## src/rtl/gpr_pkg.sv

```systemverilog
`default_nettype none
// ============================================================================
// Module   : gpr_pkg
// Brief    : Shared register-file constants and the write-buffer entry type.
// Revision : 1.0 - initial release
// ============================================================================
package gpr_pkg;

  localparam int REG_ADDR_W = 5;
  localparam int NUM_REGS   = 32;
  localparam int DATA_W     = 32;

  // Default-width entry; wider or narrower datapaths pass their own entry type.
  typedef struct packed {
    logic [REG_ADDR_W-1:0] rd;
    logic [DATA_W-1:0]     data;
  } wb_entry_t;

endpackage
`default_nettype wire

```

## src/rtl/wb_fifo.sv

```systemverilog
`default_nettype none
// ============================================================================
// Module   : wb_fifo
// Brief    : Power-of-two depth FIFO of write-back entries, push/pop/full/empty.
// Revision : 1.0 - initial release
// ============================================================================
module wb_fifo
  import gpr_pkg::*;
#(
  parameter int  DEPTH   = 4,
  parameter type ENTRY_T = wb_entry_t
) (
  input  logic   clk,
  input  logic   rst,
  input  logic   push,
  input  ENTRY_T din,
  input  logic   pop,
  output ENTRY_T dout,
  output logic   full,
  output logic   empty
);

  localparam int                 c_PTR_W    = $clog2(DEPTH);
  localparam logic [c_PTR_W:0]   c_FULL_CNT = DEPTH[c_PTR_W:0];
  localparam logic [c_PTR_W:0]   c_CNT_ONE  = (c_PTR_W+1)'(1);
  localparam logic [c_PTR_W-1:0] c_PTR_ONE  = c_PTR_W'(1);

  ENTRY_T               r_mem [DEPTH];
  logic [c_PTR_W-1:0]   r_wr_ptr;
  logic [c_PTR_W-1:0]   r_rd_ptr;
  logic [c_PTR_W:0]     r_count;
  logic                 w_push;
  logic                 w_pop;

  assign full   = (r_count == c_FULL_CNT);
  assign empty  = (r_count == '0);
  assign w_push = push && !full;
  assign w_pop  = pop && !empty;
  assign dout   = r_mem[r_rd_ptr];

  // Pointers wrap for free because DEPTH is a power of two.
  always_ff @(posedge clk) begin
    if (rst) begin
      r_wr_ptr <= '0;
      r_rd_ptr <= '0;
      r_count  <= '0;
    end else begin
      if (w_push) r_wr_ptr <= r_wr_ptr + c_PTR_ONE;
      if (w_pop)  r_rd_ptr <= r_rd_ptr + c_PTR_ONE;
      if (w_push && !w_pop)      r_count <= r_count + c_CNT_ONE;
      else if (w_pop && !w_push) r_count <= r_count - c_CNT_ONE;
    end
  end

  always_ff @(posedge clk) begin
    if (w_push) r_mem[r_wr_ptr] <= din;
  end

endmodule
`default_nettype wire

```

## src/rtl/gpr_writeback.sv

```systemverilog
`default_nettype none
// ============================================================================
// Module   : gpr_writeback
// Brief    : Arbitrates LSU/ALU results into a write buffer, drains it to the
//            register-file write port and tracks pending writes.
// Revision : 1.0 - initial release
// ============================================================================
module gpr_writeback
  import gpr_pkg::*;
#(
  parameter int N     = 32,
  parameter int DEPTH = 4
) (
  input  logic                  clk,
  input  logic                  rst,
  input  logic                  lsu_valid,
  output logic                  lsu_ready,
  input  logic [REG_ADDR_W-1:0] lsu_rd,
  input  logic [N-1:0]          lsu_data,
  input  logic                  alu_valid,
  output logic                  alu_ready,
  input  logic [REG_ADDR_W-1:0] alu_rd,
  input  logic [N-1:0]          alu_data,
  input  logic                  wb_hold,
  input  logic                  issue_valid,
  input  logic [REG_ADDR_W-1:0] issue_rd,
  output logic                  WE3,
  output logic [REG_ADDR_W-1:0] A3,
  output logic [N-1:0]          WD3,
  output logic [NUM_REGS-1:0]   busy
);

  typedef struct packed {
    logic [REG_ADDR_W-1:0] rd;
    logic [N-1:0]          data;
  } entry_t;

  localparam logic [NUM_REGS-1:0] c_X0_MASK = {{(NUM_REGS-1){1'b1}}, 1'b0};

  entry_t              w_din;
  entry_t              w_head;
  logic                w_full;
  logic                w_empty;
  logic                w_lsu_fire;
  logic                w_alu_fire;
  logic                w_push;
  logic [NUM_REGS-1:0] w_set;
  logic [NUM_REGS-1:0] w_clr;
  logic [NUM_REGS-1:0] r_busy;

  // LSU has fixed priority, so at most one source transfers per cycle.
  assign lsu_ready  = !rst && !w_full;
  assign alu_ready  = !rst && !w_full && !lsu_valid;
  assign w_lsu_fire = lsu_valid && lsu_ready;
  assign w_alu_fire = alu_valid && alu_ready;

  // Results for x0 complete the handshake but never enter the buffer.
  assign w_push = (w_lsu_fire && (lsu_rd != '0)) || (w_alu_fire && (alu_rd != '0));
  assign w_din  = w_lsu_fire ? entry_t'{rd: lsu_rd, data: lsu_data}
                             : entry_t'{rd: alu_rd, data: alu_data};

  assign WE3  = !rst && !w_empty && !wb_hold;
  assign A3   = w_head.rd;
  assign WD3  = w_head.data;
  assign busy = r_busy;

  wb_fifo #(
    .DEPTH   (DEPTH),
    .ENTRY_T (entry_t)
  ) u_wb_fifo (
    .clk   (clk),
    .rst   (rst),
    .push  (w_push),
    .din   (w_din),
    .pop   (WE3),
    .dout  (w_head),
    .full  (w_full),
    .empty (w_empty)
  );

  always_comb begin
    w_set = '0;
    w_clr = '0;
    if (issue_valid && (issue_rd != '0)) w_set[issue_rd] = 1'b1;
    if (WE3)                             w_clr[A3]       = 1'b1;
  end

  // Set is applied after clear so a re-issue in the commit cycle stays pending.
  always_ff @(posedge clk) begin
    if (rst) r_busy <= '0;
    else     r_busy <= ((r_busy & ~w_clr) | w_set) & c_X0_MASK;
  end

endmodule
`default_nettype wire

```

## config.mk

```make
export PLATFORM = sky130hd
export DESIGN_NAME = gpr_writeback
export DESIGN_NICKNAME = d
export VERILOG_FILES = /design/src/rtl/gpr_pkg.sv /design/src/rtl/wb_fifo.sv /design/src/rtl/gpr_writeback.sv
export SDC_FILE = /design/constraint.sdc
export NUM_CORES = 1
export LEC_CHECK = 0
export ABC_AREA = 0
export CAP_MARGIN = 5
export CELL_PAD_IN_SITES_DETAIL_PLACEMENT = 1
export CELL_PAD_IN_SITES_GLOBAL_PLACEMENT = 1
export CORE_MARGIN = 2
export CORE_UTILIZATION = 38
export CTS_BUF_LIST = sky130_fd_sc_hd__clkbuf_16
export CTS_CLUSTER_DIAMETER = 30
export DETAILED_ROUTE_END_ITERATION = 10
export PLACE_DENSITY_LB_ADDON = 0.1
export SYNTH_ARGS = -nofsm -noshare
export SYNTH_HDL_FRONTEND = slang
export SYNTH_SLANG_ARGS = --single-unit
```

## constraint.sdc

```tcl
create_clock -name clk -period 2.5 [get_ports clk]
set_clock_uncertainty 0.05 [all_clocks]
set_input_delay 0.25 -clock clk [delete_from_list [all_inputs] [get_ports clk]]
set_output_delay 0.25 -clock clk [all_outputs]
set_load 0.01 [all_outputs]
```

Word level (Yosys, flattened, before mapping)
Memories as Yosys holds them, arrays and structs flattened. A register that Yosys moved wholly into a read port is not among the register bits.
Cells that the tools add are included.
{"block": "word_totals", "register_bits": 39, "ramBits": 148, "out_inout_bits": 72, "elab_cells": 59, "memories": 1}
{"block": "classes", "n_addsub": 4, "magnitude_cmp": 4, "eq_ne": 1, "muxes": 13, "n_bitwise": 3, "reduce_logical": 28}
{"name": "u_wb_fifo.r_mem", "depth": 4, "word_bits": 37, "read_ports": 1, "rd_ports_with_merged_regs": 1, "wr": 1, "line_no": "wb_fifo.sv:28", "rtl": "ENTRY_T r_mem [DEPTH];"}
{"operator": "$mux W32", "n": 2}
{"operator": "$mux W37", "n": 1}
{"operator": "$and A32 B32 Y32", "n": 1}
{"operator": "$not A32 Y32", "n": 1}
{"operator": "$or A32 B32 Y32", "n": 1}
{"operator": "$logic_and A1 B1 Y1", "n": 15}
{"operator": "$reduce_bool A5 Y1", "n": 3}
{"operator": "$lt A5 B6 Y1 const B", "n": 2}
{"operator": "$demux W1 S5", "n": 2}
{"operator": "$ge A5 B1 Y1 const B", "n": 2}
{"operator": "$logic_not A1 Y1", "n": 7}
{"operator": "$mux W3", "n": 2}
{"operator": "$add A2 B1 Y2 const B", "n": 2}
{"operator": "$mux W1", "n": 4}
{"operator": "$mux W2", "n": 2}
{"operator": "$add A3 B1 Y3 const B", "n": 1}
{"operator": "$eq A3 B3 Y1 const B", "n": 1}
{"operator": "$logic_not A3 Y1", "n": 1}
{"operator": "$sub A3 B1 Y3 const B", "n": 1}
{"operator": "$reduce_bool A2 Y1", "n": 1}
{"operator": "$logic_or A1 B1 Y1", "n": 1}

Longest topological paths before layout
Gate-level depths: netlist (run 1).
{"block": "depth", "word_depth": 12, "ltp_mapped": 10, "ltp_nobuf": 10}

Hierarchy
A second synthesis (run 1) with hierarchy kept.
{"block": "hier_totals", "hier_cells": 458, "hier_area_um2": 7781.2}
{"module": "wb_fifo", "n_inst": 1, "cells_each": 241, "area_per_inst_um2": 5844.4, "seq_area_each_um2": 4624.4}
{"module": "gpr_writeback", "n_inst": 1, "cells_each": 217, "area_per_inst_um2": 1936.9, "seq_area_each_um2": 620.6}

Worst setup path before layout (run 1)
No wires, ideal clock.
{"block": "synth_timing", "kind": "register to register", "startpoint": "reg u_wb_fifo.r_count[0]", "endpoint": "mem u_wb_fifo.r_mem[0][0] (netlist name) (enable)", "t_arrival_ps": 1983, "slack_ps": 69, "path_stages_with_launch": 6, "n_path_buf": 0, "synth_period_minus_slack_ps": 2431, "cell_sequence": "dfxtp_1 > nor2_1 > a21o_1 > a221o_1 > inv_1 > and2_1"}
{"block": "synth_between", "elab_chain_len": 10}
{"item": "from (decl)", "line_no": "wb_fifo.sv:31", "rtl": "logic [c_PTR_W:0] r_count;"}
{"item": "from (signal assigned)", "line_no": "wb_fifo.sv:50", "rtl": "if (w_push && !w_pop) r_count <= r_count + c_CNT_ONE;"}
{"item": "from (signal assigned)", "line_no": "wb_fifo.sv:51", "rtl": "else if (w_pop && !w_push) r_count <= r_count - c_CNT_ONE;"}
{"item": "$eq A3 B3 Y1 *", "line_no": "wb_fifo.sv:35", "rtl": "assign full = (r_count == c_FULL_CNT);"}
{"item": "$logic_not A1 Y1 *", "line_no": "wb_fifo.sv:37, gpr_writeback.sv:52, gpr_writeback.sv:53"}
{"item": "$logic_and A1 B1 Y1", "line_no": "gpr_writeback.sv:52, gpr_writeback.sv:53"}
{"item": "$logic_and A1 B1 Y1", "line_no": "gpr_writeback.sv:53", "rtl": "assign alu_ready = !rst && !w_full && !lsu_valid;"}
{"item": "$logic_and A1 B1 Y1", "line_no": "gpr_writeback.sv:55", "rtl": "assign w_alu_fire = alu_valid && alu_ready;"}
{"item": "$logic_and A1 B1 Y1", "line_no": "gpr_writeback.sv:58", "rtl": "assign w_push = (w_lsu_fire && (lsu_rd != '0)) || (w_alu_fire && (alu_rd != '0));"}
{"item": "$logic_or A1 B1 Y1", "line_no": "gpr_writeback.sv:58"}
{"item": "$logic_and A1 B1 Y1 *", "line_no": "wb_fifo.sv:37", "rtl": "assign w_push = push && !full;"}
{"item": "named net u_wb_fifo.w_push", "line_no": "wb_fifo.sv:32", "rtl": "logic w_push;"}
{"item": "$mux W1 *", "line_no": "wb_fifo.sv:56", "rtl": "if (w_push) r_mem[r_wr_ptr] <= din;"}
{"item": "$mux W1 (not written as such) *", "line_no": "wb_fifo.sv:56"}
{"item": "to (decl)", "line_no": "wb_fifo.sv:28"}
The timed path passes the listed nets; every way through them passes the cells marked *.

==> results.md, run 1 <==
* Status: finished, final reports clean
* Slew headroom at 48.05%
* Crit Path Class: flop to primary output
* First-pass DRT Iterations at 4
* Mapped cell area at 7530 um^2
* Largest area contributor in the netlist: edfxtp_1
* Logic pwr share at 24.1%
* Tcrit/Tclk final at 97.09%
* Distinct cell type count after synthesis at 39
* Slowest Stage Delay on Critical Path at 550 ps
* Met3 WL at 667 um
* Initial Utilization at 38.69%
* Main synth FF type: edfxtp_1
* Sequential power share at 45.4%
* I/O pin cnt at 157
* NetSw at 2250 uW
* Dpl hpwl at 12.02 mm
* WL met1 at 7.599 mm
* WL final at 17.84 mm
* Die area at 20,960 um^2
* Avg Cell Area, Syn at 16.62 um^2
* Commonest non-fill, non-tap cell in the layout: clkdlybuf4s50_1
* Nets at 727
* Final setup violation count at 0
* Type of the tightest min-delay check: flop to flop
* VDD IR max at 0.5587 mV
* Wirelength per Cell at 19.54 um
* Synth top area share at 59.02%
* Internal power at 6381 uW
* CTS H-Tree Depth at 4
* Hold-fix buffers at CTS at 0
* Async SR Flop Fraction at 0%
* Global-route usage over all layers at 17.81%
* F_max at 412.0 MHz
* DR vias at 4,610
* Most frequent cells in the layout: 151 x clkdlybuf4s50_1, 148 x edfxtp_1, 38 x mux2_2
* Critical Path End: A3[4]
* Worst setup margin at 72.77 ps
* Top Layer Used: met4
* Crit path max-delay cell type: mux4_2
* Setup slack at placement at -246.1 ps
* Die Height at 144.8 um
* Worst-Skew Late Latency at 420 ps
* Number of CTS-inserted buffers at 17
* Buffers added on ports at 155
* Congestion Overflow GR at 0
* Reg-to-reg setup timing slack at 130 ps
* Worst EP required at 2200 ps
* Max-slew violations at 0
* First DRT Iteration DRCs at 233
* Leak at 0.003379 uW
* DR WL met2 at 9.322 mm
* Overall power at 8631 uW
* Number of flops mapped to enable cells by yosys at 148
* Rows at 51
* CP startpoint kind: flop
* Core area at 19,460 um^2
* Vias in the first global route at 4,968
* End of the worst register-to-register path: u_wb_fifo.r_count[2]
* RSZ-0062 raised after global routing: true
* Synth top area cells: edfxtp_1 59%, mux4_2 11%, dfxtp_1 11%
* Die Span X at 144.8 um
* Pwr per Cell Area at 838.8 nW/um^2
* Clk sinks at 188
* Clock buffer depth at 2
* Global-route wire length before repair at 27.41 mm
* Share of layout cells above drive strength 1 at 22.38%
* Endpoint class of the critical path: primary output
* CTS tree: built
* Clk pwr share at 30.5%
* Reg clk slew, reported paths at 70 ps
* Worst hold path cell count at 2
* Routed Antenna Nets at 0
* Number of synthesized register bits at 188
* Worst Path Max Fanout at 14
* Largest net degree at the start of global routing at 40
* Tightest Pin Transition at 777.6 ps
* Initial antenna violation count at 0
* Max Cap Viol at 0
* ANT cells at 0
* Crit path cell chain: buf_12 > mux4_2 > clkdlybuf4s50_1
* Fin. Hold Viols at 0
* Mapped Nets at 544
* Placer Congestion at 0.8141
* Seq/Total Area, Yosys at 69.66%
* Root buf cell: clkbuf_16
* Worst Path Arrival at 2130 ps
* Filler instances at 1,856
* Cells after Synth at 453
* Synth-to-layout area growth at 36.66%
* Sw Ratio at 26.07%
* Warnings, synthesis at 0
* Worst reg2reg startpoint: u_wb_fifo.r_count[1]
* Reg2reg path depth at 10
* Drt drc at 0
* Vias per cell at 5.049
* Clock period minus worst slack at 2427 ps
* Setup TNS at 0 ps
-- metrics by stage --
step / cell area (um^2) / instances / hold WS, ps / utilization (%)
detailed placement: 9652 / 877 / 429.0 / 49.59
finish: 10290 / 913 / 437.0 / 52.87
global route: 10290 / 913 / 465.8 / 52.87
floorplan: 7530 / 453 / 384.0 / -
CTS: 10270 / 912 / 437.7 / 52.77
global placement: 9652 / 877 / 415.4 / 49.59
-- critical path: cells and delay by family (launching register included) --
family	cells	cell delay (ps)
multiplexers	1	550
buffers and inverters	2	700
flip-flops	1	440
-- per-layer routing --
metal / vias to the layer above / GRT usage (%)
met4: 0 / 5.979
li1: 2122 / -
met1: 2351 / 22.07
met3: 17 / 3.620
met5: - / 0
met2: 120 / 31.23
-- power by group through the flow --
stage | registers (uW) | logic [uW] | clock network, uW
3_5_place_dp | 3970 | 2060 | 0
4_1_cts | 3920 | 2130 | 2680
5_1_grt | 3950 | 2260 | 2800
2_1_floorplan | 3950 | 1030 | 0
6_report | 3920 | 2080 | 2630
3_3_place_gp | 3950 | 2030 | 0
-- logic make-up (layout without fill, tap and decap cells) --
group,after synthesis,count (layout),share of synthesized area (%)
flip-flops,188,188,69.66
buffers and inverters,28,223,1.695
adder cells (fa/ha/maj),6,6,1.097
other,1,1,0.04980
AO/OA/AOI/OAI,67,67,4.553
AND/OR/NAND/NOR,82,82,5.467
XOR/XNOR,4,4,0.4654
multiplexers,77,77,17.02
-- area by class of cell --
class                   count  area (um^2)  area share, %
well taps                 265        331.6          3.222
clock inverters            14        142.6          1.386
multi-input cells         237         2172          21.11
clock buffers              17        425.4          4.134
repair buffers            185         1941          18.86
inverters                   7        26.28         0.2553
flip-flops and latches    188         5251          51.03
-- cells in the mapped netlist, drive strengths merged, types with 3 or more instances --
cell type	count
edfxtp	148
dfxtp	40
mux2	38
mux4	37
nand2	33
o21ai	33
a21oi	32
nor2	18
buf	14
clkbuf	7
inv	7
and2	5
ha	5
nand2b	4
nand3b	3
nor3	3
or3b	3
-- worst min-delay path by stage --
stage                   from               endpoint  slack (ps)
floorplan                rst  u_wb_fifo.r_wr_ptr[0]         380
global placement    busy[31]               busy[31]         420
detailed placement   busy[3]                busy[3]         430
CTS                  busy[3]                busy[3]         440
global route        busy[14]               busy[14]         470
finish              busy[31]               busy[31]         440
-- flip-flops by register name, indices dropped and copies added (netlist names), named ones only --
| signal | count |
|---|---|
| u_wb_fifo.r_wr_ptr | 2 |
| busy | 31 |
| u_wb_fifo.r_rd_ptr | 2 |
| u_wb_fifo.r_count | 3 |
| u_wb_fifo.r_mem | 148 |
-- timing repair --
item	in CTS	in global routing
cloned	1	0
setup endpoints to repair	18	7
gates resized for setup	3	5
buffers inserted	3	1
Power figures use the tool's default switching activity.
==> inputs of run 2 (changes only) <==
- MAX_ROUTING_LAYER: default -> met4
- TNS_END_PERCENT: default -> 20
==> run 2 against run 1 <==
Compared with the run above:
- sequential share of layout area barely moved
- first-iteration DRC count shrank 6.0%
- core utilization barely moved
- clock power about the same
- via count is essentially flat
- register-to-register slack is essentially flat
- combinational power hardly changed
- wire length barely moved
- final cell count decreased by 0.11%
==> results.md, run 2 (synthesized netlist as in run 1, its figures left out) <==
* Status: finished, final reports clean
* RSZ-0062 raised after global routing: true
* Clk sinks at 188
* Fin. Hold Viols at 0
* Root buf cell: clkbuf_16
* Core area at 19,460 um^2
* Endpoint class of the critical path: primary output
* Max FFs per register at 148
* Clock buffer depth at 2
* Type of the tightest min-delay check: flop to flop
* Commonest non-fill, non-tap cell in the layout: clkdlybuf4s50_1
* WL final at 17.85 mm
* Worst setup margin at 77.20 ps
* Global-route usage over all layers at 18.20%
* Reg clk slew, reported paths at 70 ps
* Max Cap Viol at 0
* Tightest Pin Transition at 773.3 ps
* Nets at 726
* First DRT Iteration DRCs at 219
* VDD IR max at 0.5562 mV
* Worst EP required at 2200 ps
* Die Span X at 144.8 um
* F_max at 412.7 MHz
* CTS H-Tree Depth at 4
* Slew headroom at 48.34%
* Max-slew violations at 0
* Leak at 0.003371 uW
* Worst Path Max Fanout at 14
* Setup slack at placement at -246.1 ps
* Vias per cell at 5.050
* Worst Path Arrival at 2120 ps
* Global-route wire length before repair at 27.22 mm
* Worst-Skew Late Latency at 420 ps
* Drt drc at 0
* Final setup violation count at 0
* Wirelength per Cell at 19.58 um
* Largest Register: u_wb_fifo.r_mem
* Pwr per Cell Area at 838.4 nW/um^2
* Dpl hpwl at 12.02 mm
* Placed inst area at 9652 um^2
* Most frequent cells in the layout: 152 x clkdlybuf4s50_1, 148 x edfxtp_1, 38 x mux2_2
* Setup TNS at 0 ps
* Synth-to-layout area growth at 36.54%
* Congestion Overflow GR at 0
* Routed Antenna Nets at 0
* Tcrit/Tclk final at 96.91%
* Largest net degree at the start of global routing at 40
* First-pass DRT Iterations at 4
* Buffers added on ports at 155
* Post-route cell area at 10,280 um^2
* DR vias at 4,606
* Share of layout cells above drive strength 1 at 22.26%
* Rows at 51
* Initial Utilization at 38.69%
* ANT cells at 0
* CP startpoint kind: flop
* I/O pin cnt at 157
* Vias in the first global route at 4,983
* Initial antenna violation count at 0
* CTS tree: built
* Clock period minus worst slack at 2423 ps
* Number of CTS-inserted buffers at 17
* Die area at 20,960 um^2
* Crit Path Class: flop to primary output
* Die Height at 144.8 um
* Placer Congestion at 0.8262
run 2: cell type report:
type	count	area [um^2]
inverters	7	26.28
well taps	265	331.6
repair buffers	184	1932
flip-flops and latches	188	5251
multi-input cells	237	2172
clock inverters	14	142.6
clock buffers	17	425.4
fillers	1853	9181
run 2: worst paths after layout:
kind | from | end | slack, ps | cells past startpoint
min | busy[31] | busy[31] | 440 | 2
min reg2reg | busy[31] | busy[31] | 440 | 2
max | flop | WD3[17] | 80 | 3
max reg2reg | u_wb_fifo.r_count[1] | u_wb_fifo.r_count[2] | 130 | 10
run 2: through the flow:
stage          utilization (%)  total power, uW  instances  hold WS [ps]
2_1_floorplan                -             4974        453         384.0
3_3_place_gp             49.59             5985        877         415.4
3_5_place_dp             49.59             6038        877         429.0
4_1_cts                  52.64             8701        911         437.7
5_1_grt                  52.83             9001        912         465.8
6_report                 52.83             8620        912         436.9
run 2: power by group:
group / internal [uW] / switching, uW
clock network: 1470 / 1150
registers: 3800 / 115
logic: 1100 / 974
run 2: worst max-delay path, stage by stage, from the launching register on:
cell             delay, ps
dfxtp_4                440
buf_12                 200
mux4_2                 560
clkdlybuf4s50_1        500
run 2: layer usage:
layer / GRT usage, % / wire length, um / vias to the layer above
li1: - / - / 2121
met3: 3.653 / 577 / 17
met2: 31.03 / 9267 / 117
met5: - / 0 / -
met4: 5.979 / 265 / 0
met1: 21.81 / 7743 / 2351
run 2: repair_timing:
item	CTS	global route
hold buffers	0	0
gates resized for setup	1	5
endpoints found under the setup margin	18	9
buffers inserted	3	0
gates cloned	0	1
==> inputs of run 3 (changes only) <==
- CORE_UTILIZATION: 38 -> 39
- HOLD_SLACK_MARGIN: default -> 0.03
- SYNTH_HIERARCHICAL: default -> 1
==> run 3 against run 2 <==
Compared with the run above:
- non-clock buffer count increased by 15
- global-route usage increased by 0.60 points
- total power decreased by 1.8%
- flip-flop and latch count unchanged
- clock power increased by 2%
- critical path depth increased by 3
- worst hold slack got worse by 3.6 ps
- count of clock-buffer cells in the layout unchanged
- register-to-register slack got worse by 60 ps
- critical path type is now flop to flop
- highest routed layer unchanged
==> results.md, run 3 <==
* Fin. Hold Viols at 0
* Rows at 51
* Die Span X at 145.3 um
* DR vias at 4,802
* First DRT Iteration DRCs at 259
* Most frequent cells in the layout: 148 x edfxtp_1, 126 x clkdlybuf4s50_1, 42 x nand2_1
* First-pass DRT Iterations at 4
* Mapped Nets at 549
* NetSw at 2247 uW
* Worst-Skew Late Latency at 440 ps
* CTS tree: built
* Seq/Total Area, Yosys at 67.41%
* RSZ-0062 raised after global routing: false
* Crit path max-delay cell type: mux4_2
* Xor and xnor fraction of the mapped netlist area at 0.4502%
* Hold-fix buffers at CTS at 0
* Share of layout cells above drive strength 1 at 25.19%
* Nets at 738
* Warnings, synthesis at 6
* Max FFs per register at 148
* Async SR Flop Fraction at 0%
* Wirelength per Cell at 19.96 um
* Pwr per Cell Area at 802.8 nW/um^2
* Logic pwr share at 23.6%
* Buffers added on ports at 155
* Count leader, synth: edfxtp_1
* Type of the tightest min-delay check: flop to flop
* Vias in the first global route at 5,267
* Distinct cell type count after synthesis at 50
* Number of CTS-inserted buffers at 17
* Avg Cell Area, Syn at 16.99 um^2
* Clock buffer depth at 2
* Status: finished, final reports clean
* Root buf cell: clkbuf_16
* WL final at 18.45 mm
* Largest family of logic cells by synthesized area: multiplexers
* Compound-gate portion of the synthesized area at 4.245%
* Tightest Pin Transition at 608.0 ps
* Drt drc at 0
* Worst Path Max Fanout at 10
* Sequential power share at 44.6%
* Final setup violation count at 0
* Slew headroom at 59.09%
* I/O pin cnt at 157
* Worst setup margin at 67.44 ps
* Synth top cells by count: 148 x edfxtp_1, 42 x nand2_1, 40 x dfxtp_1
* Placer Congestion at 0.7853
* Largest area contributor in the netlist: edfxtp_1
* Number of flops mapped to enable cells by yosys at 148
* Clk sinks at 188
* F_max at 411.1 MHz
* Initial Utilization at 39.85%
* Routed Antenna Nets at 0
* ANT cells at 0
* VDD IR max at 0.4941 mV
* Sw Ratio at 26.55%
* Clock period minus worst slack at 2433 ps
* Post-Synth Simple-Gate Area at 7.799%
* Mapped cell area at 7781 um^2
* Filler instances at 1,890
* Clk pwr share at 31.8%
* Mux cell area share after synthesis at 16.42%
* Buf/Inv on CP at 2
* Commonest non-fill, non-tap cell in the layout: edfxtp_1
* Initial antenna violation count at 0
* Die Height at 145.3 um
* Multi-input gate area at 2359 um^2
* Tcrit/Tclk final at 97.30%
* Vias per cell at 5.197
* Synth top area cells: edfxtp_1 57%, dfxtp_1 10%, mux4_2 10%
* Synth top area share at 57.12%
* CP top delay family: simple AND/OR/NAND/NOR gates
* Max-slew violations at 0
* Dpl hpwl at 12.57 mm
* Die area at 21,100 um^2
* Leak at 0.003590 uW
* Reg clk slew, reported paths at 70 ps
* Crit path cell chain: buf_12 > mux4_2 > buf_4 > or3b_2 > o311ai_0 > nand2_1
* Slowest Stage Delay on Critical Path at 530 ps
* Cells after Synth at 458
* Worst EP required at 2750 ps
* Adder-cell share of the synthesized area at 1.061%
* Storage cell area at 5250 um^2
* Largest Register: u_wb_fifo/r_mem
* Setup slack at placement at -239.6 ps
* Largest net degree at the start of global routing at 37
* Congestion Overflow GR at 0
* Worst Path Arrival at 2680 ps
* Global-route wire length before repair at 29.61 mm
* Endpoint class of the critical path: flop
* Crit Path Class: flop to flop
* Number of synthesized register bits at 188
* Synth-to-layout area growth at 35.50%
* Main synth FF type: edfxtp_1
* CTS H-Tree Depth at 4
* Global-route usage over all layers at 18.80%
* Internal power at 6217 uW
* CP startpoint kind: flop
* Overall power at 8465 uW
* Core area at 19,530 um^2
* Max Cap Viol at 0
## run 3: changes by cell type after synthesis, moves of 6 or more
cell	change
a21oi_1	-30
o21ai_1	-17
o311ai_0	+12
o21ai_0	-11
a32o_1	+9
nand2_1	+9
clkbuf_1	+8
nor2_1	-8
nand3_1	+6
o211ai_1	+6
## run 3: power groups by stage
stage	combinational [uW]	clock [uW]	sequential [uW]
after floorplan	1030	0	3840
after global placement	2000	0	3820
after detailed placement	2030	0	3840
after CTS	2020	2750	3780
after global routing	2170	2870	3800
final	2000	2690	3780
## run 3: kinds of logic after synthesis
logic type	Yosys count
compound gates	40
xor+xnor	4
fa+ha+maj	6
other cells	1
simple gates	109
buf+inv	34
mux	76
flops	188
## run 3: path summary, 6_finish.rpt
path	start	endpoint	cells after the start	slack (ps)
worst max-delay path	flop	busy[16]	6	70
worst min-delay path	busy[27]	busy[27]	2	430
worst max register to register	flop	busy[16]	6	70
worst min register to register	busy[27]	busy[27]	2	430
## run 3: worst min-delay path: stages, from the launching register on
cell and delay [ps]:
dfxtp_1 320, o211ai_1 70, nand2_1 50
## run 3: routing by layer
layer,GRT usage (%),share of wire [%],vias to the layer above
li1,-,-,2205
met1,24.39,46,2443
met2,30.17,49,136
met3,4.277,4.1,18
met4,4.902,1.1,0
met5,-,0,-
## run 3: what timing repair did
action	CTS	global route
setup buffers	3	0
setup endpoints to repair	30	6
gates resized for setup	38	10
## run 3: per-stage QoR
stage,cell area [um^2],utilization (%),std cells,hold WS [ps],TNS (ps)
final,10540,54.00,924,433.3,0
after detailed placement,9899,50.70,890,427.3,-2402
after CTS,10510,53.84,924,438.2,0
after global placement,9899,50.70,890,414.6,-251.9
after global routing,10540,54.00,924,467.2,0
after floorplan,7782,-,458,399.3,-19930
## run 3: final cells by class
type | instances | share of cell area (%)
flip-flops and latches | 188 | 49.79
repair buffers | 199 | 18.96
clock inverters | 14 | 1.519
inverters | 5 | 0.1780
well taps | 265 | 3.145
clock buffers | 17 | 4.035
multi-input cells | 236 | 22.37
